File: src/rtl/expr_eval_sched.sv
// rtl/expr_eval_sched.sv - round-robin scheduler sharing one expression evaluator (optional txn_cnt_o via EXPR_SCHED_TXNCNT_EN)
module expr_eval_sched #(
    parameter int NREQ = 4,
    parameter int OPW  = 60,
    parameter int RESW = 90,
    parameter int LAT  = 0,
    parameter int IDW  = $clog2(NREQ)
) (
    input  logic                 clk_i,
    input  logic                 rst_ni,
    input  logic [NREQ-1:0]      req_valid_i,
    input  logic [NREQ*OPW-1:0]  req_ops_i,
    output logic [NREQ-1:0]      req_ready_o,
    output logic [OPW-1:0]       ev_ops_o,
    input  logic [RESW-1:0]      ev_res_i,
    output logic                 rsp_valid_o,
    output logic [IDW-1:0]       rsp_id_o,
    output logic [RESW-1:0]      rsp_data_o,
    input  logic                 rsp_ready_i,
    output logic                 busy_o
`ifdef EXPR_SCHED_TXNCNT_EN
    ,
    output logic [15:0]          txn_cnt_o
`endif
);

    typedef enum logic [1:0] {
        ST_IDLE,
        ST_EVAL,
        ST_RESP
    } state_e;

    state_e          state_q;
    logic [IDW-1:0]  last_q;
    logic [2:0]      cnt_q;
    logic [OPW-1:0]  ev_ops_q;
    logic            rsp_valid_q;
    logic [IDW-1:0]  rsp_id_q;
    logic [RESW-1:0] rsp_data_q;

    logic            found_d;
    logic [IDW-1:0]  gnt_idx_d;
    logic [IDW:0]    scan_idx;

    // Round-robin search: first valid requester starting just after the last winner.
    always_comb begin
        found_d   = 1'b0;
        gnt_idx_d = '0;
        scan_idx  = '0;
        for (int k = 1; k <= NREQ; k++) begin
            scan_idx = {1'b0, last_q} + (IDW+1)'(k);
            if (scan_idx >= (IDW+1)'(NREQ)) begin
                scan_idx = scan_idx - (IDW+1)'(NREQ);
            end
            if (!found_d && req_valid_i[scan_idx[IDW-1:0]]) begin
                found_d   = 1'b1;
                gnt_idx_d = scan_idx[IDW-1:0];
            end
        end
    end

    // Grant is offered only while idle, so at most one transaction is ever in flight.
    always_comb begin
        req_ready_o = '0;
        if (state_q == ST_IDLE && found_d) begin
            req_ready_o = NREQ'(1) << gnt_idx_d;
        end
    end

    // Scheduler FSM: accept a request, let the evaluator settle LAT cycles, hold the result until taken.
    always_ff @(posedge clk_i or negedge rst_ni) begin
        if (!rst_ni) begin
            state_q     <= ST_IDLE;
            last_q      <= IDW'(NREQ-1);
            cnt_q       <= '0;
            ev_ops_q    <= '0;
            rsp_valid_q <= 1'b0;
            rsp_id_q    <= '0;
            rsp_data_q  <= '0;
        end else begin
            case (state_q)
                ST_IDLE: begin
                    if (found_d) begin
                        ev_ops_q <= req_ops_i[gnt_idx_d*OPW +: OPW];
                        rsp_id_q <= gnt_idx_d;
                        last_q   <= gnt_idx_d;
                        cnt_q    <= 3'(LAT);
                        state_q  <= ST_EVAL;
                    end
                end
                ST_EVAL: begin
                    if (cnt_q == 3'd0) begin
                        rsp_data_q  <= ev_res_i;
                        rsp_valid_q <= 1'b1;
                        state_q     <= ST_RESP;
                    end else begin
                        cnt_q <= cnt_q - 3'd1;
                    end
                end
                ST_RESP: begin
                    if (rsp_ready_i) begin
                        rsp_valid_q <= 1'b0;
                        state_q     <= ST_IDLE;
                    end
                end
                default: state_q <= ST_IDLE;
            endcase
        end
    end

    assign ev_ops_o    = ev_ops_q;
    assign rsp_valid_o = rsp_valid_q;
    assign rsp_id_o    = rsp_id_q;
    assign rsp_data_o  = rsp_data_q;
    assign busy_o      = (state_q != ST_IDLE);

`ifdef EXPR_SCHED_TXNCNT_EN
    logic [15:0] txn_cnt_q;
    logic [15:0] txn_cnt_d;

    // Count accepted responses, sticking at the top value.
    always_comb begin
        txn_cnt_d = txn_cnt_q;
        if (rsp_valid_q && rsp_ready_i && txn_cnt_q != 16'hFFFF) begin
            txn_cnt_d = txn_cnt_q + 16'd1;
        end
    end

    // Transaction counter register.
    always_ff @(posedge clk_i or negedge rst_ni) begin
        if (!rst_ni) begin
            txn_cnt_q <= '0;
        end else begin
            txn_cnt_q <= txn_cnt_d;
        end
    end

    assign txn_cnt_o = txn_cnt_q;
`endif

endmodule

File: config.mk
export PLATFORM = sky130hd
export DESIGN_NAME = expr_eval_sched
export DESIGN_NICKNAME = d
export VERILOG_FILES = /design/src/rtl/expr_eval_sched.sv
export SDC_FILE = /design/constraint.sdc
export NUM_CORES = 1
export LEC_CHECK = 0
export CORE_AREA = 3 3 191 193
export CTS_CLUSTER_SIZE = 12
export DETAILED_ROUTE_END_ITERATION = 8
export DIE_AREA = 0 0 194 196
export DONT_BUFFER_PORTS = 1
export SLEW_MARGIN = 25
export SYNTH_ARGS = -nofsm -noshare
export SYNTH_HDL_FRONTEND = slang
export SYNTH_SLANG_ARGS = --single-unit
File: constraint.sdc
create_clock -name clk_i -period 2.1 [get_ports clk_i]
set_input_delay 0.21 -clock clk_i [delete_from_list [all_inputs] [get_ports clk_i]]
set_output_delay 0.21 -clock clk_i [all_outputs]
set_load 0.02 [all_outputs]
==> metrics.txt <==
run status=complete, but fails checks; failing checks=negative hold slack, negative setup slack; Clock transition at path regs=0.07 ns; post-synthesis compound-gate area fraction=18.1%; fin crit share=112%; Post-Route WL=33.4 mm; crit-path cells=and2b_1 > o21a_2 > nor3_4 > buf_12 > buf_16 > mux2_1 > a221o_1; Port Buf Inserts=0; synth cell count leaders=158 x dfrtp_1, 105 x mux2_2, 62 x a21oi_1; routed vias/inst=5.39; Hold Buf Count CTS=109; GPL Wtd Cong=0.840; non-filler cells, final=1264; first-pass GRT wire length=46.3 mm; max frequency=426 MHz; Met1 Wirelength=12.0 mm; internal power=10700 uW; switching share of total power=43.8%; synth warn=0; Max clock buf depth=2; Post-Synth Adder-Cell Area=0.309%; fin crit period=2.35 ns; CP Capture Type=flip-flop; Psw=8310 uW; Worst-Margin Slew=0.454 ns; slowest cell on the critical path=dfstp_2; drt initial violations=429; CTS tree=built; MaxCap Viol Count=0; R2R depth=7; largest family of logic cells by synthesized area=multiplexers; Max FO, Critical Path=13; CTS H-tree depth=4; final hold vios=160; dpl hpwl=22.0 mm; initial core utilization=23.3%; cell taking the most area after synthesis=dfrtp_1; Crit path arrival time=2.66 ns; Core ar.=34700 sq um; vias in the first global route=7126; final setup vio count=64; share of synthesized registers carrying an async set or reset=100%; Slew HR=69.7%; pwr dens=1720 nW/um^2; maximum VDD drop=838 uV; Post-Synth XOR/XNOR Area=0.108%; crit-path max cell delay=0.53 ns; WL met2=17.0 mm; sequential share of the synthesized area=49.5%; Synth Flop Type=dfrtp_1; Sequential Power Share=41.4%; Cell Rows=68; gr ovfl total=0; share of cells above drive strength 1=31.8%; Unique masters post-synth=38; Clock Sink Count=160; total number of vias=6818; Final Max Slew Viols=0; setup_tns=-12.88 ns; top cell type's share of synthesized area=48.8%; syn nets=1020; cell count after synthesis=681; # DRC=0; initial antenna violation count=8; worst-skew pair later-pin latency=0.44 ns; combinational power share=42.4%; cts bufs inserted=17; Synth Area per Inst=11.9 sq um; largest net degree at the start of global routing=161; critical path class=flip-flop to flip-flop; mux cell area share after synthesis=20.9%; Final ANT Viol Nets=0; leakage=0.00455 uW; Mapped Area=8100 sq um; top cells by area, synth=dfrtp_1 49%, mux2_2 15%, a221o_1 7.4%; Placed Cells=1100; simple-gate share of the synthesized area=6.79%; RSZ-0062 raised after global routing=yes; Wirelength per Cell=26.4 um; Nets=1128; Die Width=194 um; R2R Path End=ev_ops_o[17]$_DFFE_PN0P_; filler cell count=3385; Worst setup SP type=flip-flop; clock power share=16.2%; required time of the critical path=2.41 ns; TritonRoute pass-1 iters=6; highest metal used=met5; Die Y=196 um; reg2reg start=last_q[0]$_DFFE_PN1P_; total track usage=15.9%; Post-synth EDFFs=0; reg-to-reg setup timing slack=-0.25 ns; Clock Skew=0.00936 ns; Die Footprint=38000 sq um; Met3 Wirelength=3.01 mm; clock root cell=clkbuf_16; fin worst setup slack=-0.248 ns; Hold Slack=-0.537 ns; Ports=495; Area Overhead vs Synth=36.3%; register bit total from synthesis=160; Hold/Removal Path Class=primary input to asynchronous set/reset pin; top-count cell post-synth=dfrtp_1
## worst max-delay path, delay by kind of cell (launching register included)
kind | cells | cell delay [ns]
DFF | 1 | 0.53
AOI/OAI and AO/OA | 2 | 0.51
and+or+nand+nor | 2 | 0.44
buffers and inverters | 2 | 0.39
muxes | 1 | 0.33
## what timing repair did
action / CTS / global route
setup buffers: 6 / 4
gates resized for setup: 22 / 43
pin swaps: 3 / 2
setup endpoints to repair: 64 / 64
cloned: 2 / 5
hold endpoints to repair: 261 / 160
## worst max path at each step
stage                           from                        to  cells past startpoint
2_1_floorplan  last_q[0]$_DFFE_PN1P_  ev_ops_o[52]$_DFFE_PN0P_                      8
3_3_place_gp   last_q[0]$_DFFE_PN1P_   ev_ops_o[5]$_DFFE_PN0P_                      7
3_5_place_dp   last_q[0]$_DFFE_PN1P_   ev_ops_o[5]$_DFFE_PN0P_                      7
4_1_cts        last_q[0]$_DFFE_PN1P_  ev_ops_o[16]$_DFFE_PN0P_                      6
5_1_grt        last_q[0]$_DFFE_PN1P_            req_ready_o[0]                      6
6_report       last_q[0]$_DFFE_PN1P_  ev_ops_o[17]$_DFFE_PN0P_                      7
## placed cells by master, fill, tap and decap left out, types with 2 or more instances in the layout
cell and instances:
a21o_1 3, buf_4 29, nand3_1 2, nand2_1 3, o21a_2 2, a221o_1 60
inv_6 4, mux2_1 6, ha_1 2, buf_12 14, o21ai_4 3, buf_16 3
nor2b_1 2, buf_8 2, dfstp_2 2, or2_2 2, clkbuf_16 19, dfrtp_1 158
nand2b_1 2, mux2_4 44, nor2_4 3, nor2_1 6, nand4_1 60, a21oi_1 62
mux2_2 100, inv_1 2, clkinv_2 4, buf_6 6, o21ai_0 2, o31ai_1 60
diode_2 7, dlygate4sd3_1 109, clkinv_4 3
## through the flow
step                total power (uW)  setup slack, ns  utilization, %  area [sq um]  hold WS (ns)
finish                         19000           -0.248            31.8         11000        -0.537
global route                   19900           -0.305            31.8         11000        -0.570
CTS                            18500           -0.223            31.0         10700        -0.572
detailed placement             14800           -0.240            25.7          8910       -0.0812
global placement               14600           -0.218            25.7          8910       -0.0818
floorplan                      12500          -0.0575               -          8180       -0.0856
## cell type report
cell class                      instances  area [sq um]  area share, %
Sequential cell                       160          4010           36.3
Clock buffer                           18           439           3.98
Tap cell                              455           569           5.16
Clock inverter                         14           130           1.18
Antenna cell                            7          17.5          0.159
Multi-Input combinational cell        442          4010           36.3
Inverter                                2          7.51         0.0681
Timing Repair Buffer                  166          1850           16.8
## metal layers
layer	global-route usage, %	vias to the layer above
li1	-	2892
met1	17.4	3334
met2	28.0	516
met3	4.67	74
met4	8.19	2
met5	0	-
## power by group through the flow
stage | Sequential, uW | Combinational, uW | Clock, uW
floorplan | 7330 | 5170 | 0
CTS | 7840 | 7490 | 3170
detailed placement | 7880 | 6920 | 0
global route | 8000 | 8620 | 3310
finish | 7850 | 8040 | 3080
global placement | 7870 | 6710 | 0
## logic make-up (layout without fill, tap and decap cells)
| kind of cell | Yosys count | after routing |
|---|---|---|
| buffers and inverters | 79 | 200 |
| adder cells (fa/ha/maj) | 2 | 2 |
| XOR/XNOR | 1 | 1 |
| multiplexers | 150 | 150 |
| AND/OR/NAND/NOR | 92 | 92 |
| other | 0 | 7 |
| flip-flops | 160 | 160 |
| AO/OA/AOI/OAI | 197 | 197 |
## registers in the layout (all words and copies together), names as in the netlist
name         flops
ev_ops_o        60
rsp_data_o      90
last_q           2
rsp_id_o         2
cnt_q            3
state_q          2
rsp_valid_o      1
Note: power is estimated with default switching activity, not from simulation.
